File: config.mk
export PLATFORM = sky130hd
export DESIGN_NAME = register_file_mp
export DESIGN_NICKNAME = d
export VERILOG_FILES = /design/src/rtl/register_file_mp.sv
export SDC_FILE = /design/constraint.sdc
export NUM_CORES = 2
export LEC_CHECK = 0
export CAP_MARGIN = 20
export CORE_UTILIZATION = 35
export DETAILED_ROUTE_END_ITERATION = 8
export RECOVER_POWER = 25
export SLEW_MARGIN = 0
export SYNTH_ARGS = -nofsm -noshare
export SYNTH_HDL_FRONTEND = slang
export SYNTH_SLANG_ARGS = --single-unit
File: constraint.sdc
create_clock -name iClkX2 -period 6.26 [get_ports iClkX2]
set_input_delay 0.626 -clock iClkX2 [delete_from_list [all_inputs] [get_ports iClkX2]]
set_output_delay 0.626 -clock iClkX2 [all_outputs]
set_load 0.01 [all_outputs]
File: src/rtl/register_file_mp.sv
// Multi-read-port register file: one write then NUM_READ reads per request, served in pairs
// over a dual-port storage array. Define REGFILE_PARITY_EN for per-word even parity checking.
module register_file_mp #(
   parameter int unsigned DATA_WIDTH = 32,
   parameter int unsigned ADDR_WIDTH = 5,
   parameter int unsigned NUM_READ   = 4,
   parameter int unsigned ZERO_REG   = 1
) (
   input  logic                           iClkX2,
   input  logic                           iRst_n,
   input  logic                           iReqValid,
   output logic                           oReady,
   input  logic [NUM_READ*ADDR_WIDTH-1:0] iAddrRd,
   input  logic [NUM_READ-1:0]            iEnRd,
   input  logic [ADDR_WIDTH-1:0]          iAddrWr,
   input  logic [DATA_WIDTH-1:0]          iDataWr,
   input  logic                           iEnWr,
`ifdef REGFILE_PARITY_EN
   input  logic                           iParityInj,
   output logic [NUM_READ-1:0]            oParityErr,
`endif
   output logic [NUM_READ*DATA_WIDTH-1:0] oDataRd,
   output logic                           oRdValid
);

   localparam int unsigned Depth = 2 ** ADDR_WIDTH;
   localparam int unsigned NPair = NUM_READ / 2;
   localparam int unsigned PairW = (NPair > 1) ? $clog2(NPair) : 1;
`ifdef REGFILE_PARITY_EN
   localparam int unsigned StoreW = DATA_WIDTH + 1;
`else
   localparam int unsigned StoreW = DATA_WIDTH;
`endif

   typedef enum logic [1:0] {StIdle, StWrite, StRead, StDone} state_e;

   state_e                          state_q, state_d;
   logic [PairW-1:0]                pair_q, pair_d;
   logic [ADDR_WIDTH-1:0]           raddr_q [NUM_READ];
   logic [ADDR_WIDTH-1:0]           raddr_d [NUM_READ];
   logic [NUM_READ-1:0]             en_rd_q, en_rd_d;
   logic [ADDR_WIDTH-1:0]           waddr_q, waddr_d;
   logic [DATA_WIDTH-1:0]           wdata_q, wdata_d;
   logic                            en_wr_q, en_wr_d;
   logic [DATA_WIDTH-1:0]           cap_q [NUM_READ];
   logic [DATA_WIDTH-1:0]           cap_d [NUM_READ];
   logic [NUM_READ*DATA_WIDTH-1:0]  data_rd_q, data_rd_d;
   logic                            rd_valid_q, rd_valid_d;
   logic [StoreW-1:0]               mem_q [Depth];

   logic [ADDR_WIDTH-1:0]           rd_addr_a, rd_addr_b;
   logic [StoreW-1:0]               rd_word_a, rd_word_b;
   logic                            zero_a, zero_b;
   logic                            wr_en;
   logic [StoreW-1:0]               wr_word;
`ifdef REGFILE_PARITY_EN
   logic                            inj_q, inj_d;
   logic [NUM_READ-1:0]             cap_par_q, cap_par_d;
   logic [NUM_READ-1:0]             perr_q, perr_d;
`endif

   // Storage port A serves even read ports, port B odd ones, one pair per RD cycle.
   always_comb begin
      rd_addr_a = '0;
      rd_addr_b = '0;
      for (int p = 0; p < int'(NPair); p++) begin
         if (pair_q == PairW'(p)) begin
            rd_addr_a = raddr_q[2*p];
            rd_addr_b = raddr_q[2*p+1];
         end
      end
   end

   assign rd_word_a = mem_q[rd_addr_a];
   assign rd_word_b = mem_q[rd_addr_b];
   assign zero_a    = (ZERO_REG != 0) && (rd_addr_a == '0);
   assign zero_b    = (ZERO_REG != 0) && (rd_addr_b == '0);

   // Gated by reset so an aborted request can never land its write.
   assign wr_en = iRst_n && (state_q == StWrite) && en_wr_q &&
                  !((ZERO_REG != 0) && (waddr_q == '0));
`ifdef REGFILE_PARITY_EN
   assign wr_word = {(^wdata_q) ^ inj_q, wdata_q};
`else
   assign wr_word = wdata_q;
`endif

   always_ff @(posedge iClkX2) begin
      if (wr_en) begin
         mem_q[waddr_q] <= wr_word;
      end
   end

   always_comb begin
      state_d    = state_q;
      pair_d     = pair_q;
      raddr_d    = raddr_q;
      en_rd_d    = en_rd_q;
      waddr_d    = waddr_q;
      wdata_d    = wdata_q;
      en_wr_d    = en_wr_q;
      cap_d      = cap_q;
      data_rd_d  = data_rd_q;
      rd_valid_d = 1'b0;
`ifdef REGFILE_PARITY_EN
      inj_d      = inj_q;
      cap_par_d  = cap_par_q;
      perr_d     = perr_q;
`endif
      unique case (state_q)
         StIdle: begin
            if (iReqValid) begin
               for (int k = 0; k < int'(NUM_READ); k++) begin
                  raddr_d[k] = iAddrRd[k*ADDR_WIDTH +: ADDR_WIDTH];
               end
               en_rd_d = iEnRd;
               waddr_d = iAddrWr;
               wdata_d = iDataWr;
               en_wr_d = iEnWr;
`ifdef REGFILE_PARITY_EN
               inj_d   = iParityInj;
`endif
               state_d = StWrite;
            end
         end
         StWrite: begin
            pair_d  = '0;
            state_d = StRead;
         end
         StRead: begin
            for (int p = 0; p < int'(NPair); p++) begin
               if (pair_q == PairW'(p)) begin
                  cap_d[2*p]   = zero_a ? '0 : rd_word_a[DATA_WIDTH-1:0];
                  cap_d[2*p+1] = zero_b ? '0 : rd_word_b[DATA_WIDTH-1:0];
`ifdef REGFILE_PARITY_EN
                  cap_par_d[2*p]   = zero_a ? 1'b0 : rd_word_a[DATA_WIDTH];
                  cap_par_d[2*p+1] = zero_b ? 1'b0 : rd_word_b[DATA_WIDTH];
`endif
               end
            end
            if (pair_q == PairW'(NPair - 1)) begin
               state_d = StDone;
            end else begin
               pair_d = pair_q + PairW'(1);
            end
         end
         StDone: begin
            for (int k = 0; k < int'(NUM_READ); k++) begin
               if (en_rd_q[k]) begin
                  data_rd_d[k*DATA_WIDTH +: DATA_WIDTH] = cap_q[k];
`ifdef REGFILE_PARITY_EN
                  if (^{cap_par_q[k], cap_q[k]}) begin
                     perr_d[k] = 1'b1;
                  end
`endif
               end
            end
            rd_valid_d = 1'b1;
            state_d    = StIdle;
         end
         default: state_d = StIdle;
      endcase
   end

   always_ff @(posedge iClkX2) begin
      if (!iRst_n) begin
         state_q    <= StIdle;
         pair_q     <= '0;
         data_rd_q  <= '0;
         rd_valid_q <= 1'b0;
`ifdef REGFILE_PARITY_EN
         perr_q     <= '0;
`endif
      end else begin
         state_q    <= state_d;
         pair_q     <= pair_d;
         data_rd_q  <= data_rd_d;
         rd_valid_q <= rd_valid_d;
`ifdef REGFILE_PARITY_EN
         perr_q     <= perr_d;
`endif
      end
   end

   always_ff @(posedge iClkX2) begin
      raddr_q <= raddr_d;
      en_rd_q <= en_rd_d;
      waddr_q <= waddr_d;
      wdata_q <= wdata_d;
      en_wr_q <= en_wr_d;
      cap_q   <= cap_d;
`ifdef REGFILE_PARITY_EN
      inj_q     <= inj_d;
      cap_par_q <= cap_par_d;
`endif
   end

   assign oReady   = (state_q == StIdle);
   assign oRdValid = rd_valid_q;
   assign oDataRd  = data_rd_q;
`ifdef REGFILE_PARITY_EN
   assign oParityErr = perr_q;
`endif

endmodule

==> metrics.md <==
| Metric | Value |
|---|---|
| Arrival @ worst endpoint | `about 5.2 ns` |
| GRT Overall Usage | `0.288` |
| Vias in the first global route | `around 51000` |
| Clk Tree Root Cell | `clkbuf_16` |
| CTS Hold Bufs | `0` |
| Worst path depth | `8` |
| PortBufs | `roughly 190` |
| Hpwl dp | `163000 µm` |
| Pleak | `roughly 0.024 µW` |
| Period utilization | `0.762` |
| Top post-synthesis cells by count | `1331 x nand2_1, 1206 x edfxtp_1, 462 x a21oi_1` |
| Tot Pwr | `~31000 µW` |
| Power Internal | `19000 µW` |
| Row count | `about 160` |
| Setup repair bufs after CTS | `0` |
| Yosys cell types | `71` |
| Hold-critical path depth | `1` |
| Initial Utilization | `0.354` |
| Area contributors post-synth | `edfxtp_1 56%, nand2_1 7.7%, a211oi_1 4.5%` |
| Latest clock arrival within the worst-skew pair | `around 0.8 ns` |
| DRC viols | `0` |
| Synth top area share | `0.557` |
| Outcome | `finished, violations left` |
| PwrDens | `roughly 420 nW/µm²` |
| Final ANT Viol Nets | `0` |
| Vias/cell | `between 6 and 7` |
| Initial antenna violation count | `22` |
| FFs w/ async S/R, synth | `0` |
| Fmax | `between 200 and 250 MHz` |
| Failing checks | `capacitance limit, slew limit` |
| Critical path type | `flip-flop to flip-flop` |
| Final Max Slew Viols | `296` |
| CTS tree | `done` |
| Crit path max fanout | `45` |
| Clock sink count | `1338` |
| Startpoint types | `flip-flop` |
| Tmin final | `about 4.8 ns` |
| Clk buf depth | `3` |
| Final Net Count | `a little under 6000` |
| Die Ht | `approximately 430 µm` |
| Cells after Synth | `about 5800` |
| Worst hold-check path type | `primary input to flip-flop` |
| Largest net degree at the start of global routing | `177` |
| Worst slew margin | `-0.481` |
| Worst path required time | `6.73 ns` |
| CP Capture Type | `flip-flop` |
| Sequential area share after synthesis | `0.597` |
| EDFF count, synth | `between 1000 and 1500` |
| Top Ports | `just under 200` |
| Setup tns final | `0 ns` |
| Max-Cap Viols | `10` |
| Share of cells above drive strength 1 | `0.107` |
| CTS Buf Count | `between 100 and 150` |
| Worst r2r src | `pair_q` |
| Via Count | `55326` |
| Placed cell count | `8152` |
| Max VDD drop | `about 300 µV` |
| Die width | `about 430 µm` |
| Worst-path clk slew | `0.06 ns` |
| Finished Layout Cells | `around 8400` |
| Mean Syn Cell Area | `~11 µm²` |
| Core area | `184000 µm²` |
| Initial DRC Count | `10574` |
| P_sw | `approximately 12000 µW` |
| Leading area contributor after synthesis | `edfxtp_1` |
| Gpl congestion | `0.935` |
| First drt pass iteration count | `9` |
| Worst r2r path cells | `8` |
| Buf/Inv on CP | `1` |
| Crit path max-delay family | `simple AND/OR/NAND/NOR gates` |
| Fin. Hold Viols | `0` |
| Most frequent cell after synthesis | `nand2_1` |
| Post_cts resized | `0` |
| CP startpoint | `pair_q` |
| Combinational Power Share | `0.353` |
| Hold wc startpoint | `iDataWr[24]` |
| Worst-path cell chain | `buf_4, nand2_1, and2_2, nor2_1, o21ai_0, a21oi_1, nor3_1, o32ai_1` |
| RSZ-0062 raised after global routing | `false` |
| Share of power burned in registers | `0.358` |
| Clk pwr share | `0.289` |
| Gr ovfl total | `0` |
| Critical-path top delay cell | `nor2_1` |
| Max incr delay on CP | `slightly below 1 ns` |
| Seq cells post-synth | `~1300` |
| Worst Max-Slew Pin Slew | `2.22 ns` |
| Synth Cell Area | `about 65000 µm²` |
| Sw frac | `0.394` |
| Worst Clk Skew | `roughly 0.051 ns` |
| Post-Route WL | `roughly 280000 µm` |
| Syn-to-layout area delta | `15.5%` |
| Final setup violation count | `0` |
| Die Footprint | `roughly 190000 µm²` |
| WL per Instance | `~33 µm` |
| Synth Warn # | `0` |
| Dominant synthesized flop cell | `edfxtp_1` |
| First-pass GRT wire length | `between 300000 and 400000 µm` |
| H-tree depth | `4` |
==> layout make-up <==
type                       count  area [µm²]
timing repair buffer         400        3800
clock inverter                84        1010
antenna                       12        30.0
tap                         2464        3080
inverter                      18        82.6
clock buffer                 177        3930
sequential                  1338       38900
fill                       17280      109000
multi-input combinational   3938       24400
==> worst reg2reg max path, cell delays in order, from the launching register on <==
cell	delay, ns
dfxtp_4	0.79
buf_4	0.58
nand2_1	0.28
and2_2	0.47
nor2_1	1.00
o21ai_0	0.27
a21oi_1	0.20
nor3_1	0.07
o32ai_1	0.80
==> layout by cell type (no fill, tap or decap), drive strengths merged, types with 15 or more instances in the layout <==
| master | count |
|---|---|
| o32ai | 15 |
| a211oi | 393 |
| clkbuf | 195 |
| edfxtp | 1206 |
| a21o | 29 |
| nand2 | 1331 |
| o21ai | 172 |
| dlygate4sd3 | 62 |
| o221ai | 25 |
| and3 | 61 |
| inv | 23 |
| o2111ai | 19 |
| dfxtp | 132 |
| o211ai | 17 |
| clkinv | 51 |
| mux4 | 130 |
| a31oi | 231 |
| a21oi | 462 |
| nor2 | 99 |
| mux2i | 37 |
| conb | 24 |
| bufinv | 19 |
| nor3 | 53 |
| a41o | 18 |
| a2111oi | 50 |
| clkdlybuf4s50 | 131 |
| nand3 | 307 |
| o311ai | 21 |
| a311o | 16 |
| a221oi | 30 |
| a21boi | 147 |
| buf | 189 |
| o22ai | 16 |
| a311oi | 85 |
==> final timing paths <==
check / end / slack [ns]
worst min-delay path: wdata_q[24] / 0.43
worst max register to register: cap_q[34] / 1.49
worst min register to register: oDataRd[45] / 0.46
worst max-delay path: cap_q[34] / 1.49
==> state kept, by name, summed over array words and instances, names as in the netlist, 2 cells and up <==
signal	flops
mem_q	1016
cap_q	128
oDataRd	128
wdata_q	32
raddr_q	20
waddr_q	5
en_rd_q	4
state_q	2
==> metrics by stage <==
step           utilization  worst slack [ns]  hold WS [ns]  cell area [µm²]
3_5_place_dp         0.383              1.88         0.458            70300
6_report             0.409              1.49         0.429            75200
5_1_grt              0.409              1.47         0.430            75100
4_1_cts              0.409              1.86         0.338            75300
2_1_floorplan            -              1.59         0.488            65200
3_3_place_gp         0.381              1.92         0.453            70000
==> kinds of logic (layout without fill, tap and decap cells) <==
kind of cell	after synthesis	count (layout)	synth area share
and+or+nand+nor	1899	1899	0.121
other	1	36	0.0000576
buffers and inverters	572	679	0.0381
adders and majority gates	4	4	0.000769
muxes	172	172	0.0517
DFF	1338	1338	0.597
AOI/OAI and AO/OA	1839	1839	0.191
==> power by group through the flow <==
stage	combinational (µW)	sequential [µW]	clock [µW]
6_report	11100	11200	9060
5_1_grt	11300	11300	9440
4_1_cts	10500	11300	9100
3_5_place_dp	10500	11400	0
3_3_place_gp	10200	11600	0
2_1_floorplan	5890	11200	0
==> layer usage <==
layer | GRT usage | part of all wire | vias up
met2 | 0.406 | 0.41 | 4995
met1 | 0.380 | 0.37 | 26791
met4 | 0.144 | 0.056 | 30
met3 | 0.113 | 0.16 | 998
li1 | - | - | 22512
met5 | 0.0109 | 0.00090 | -
Note: power is estimated with default switching activity, not from simulation.
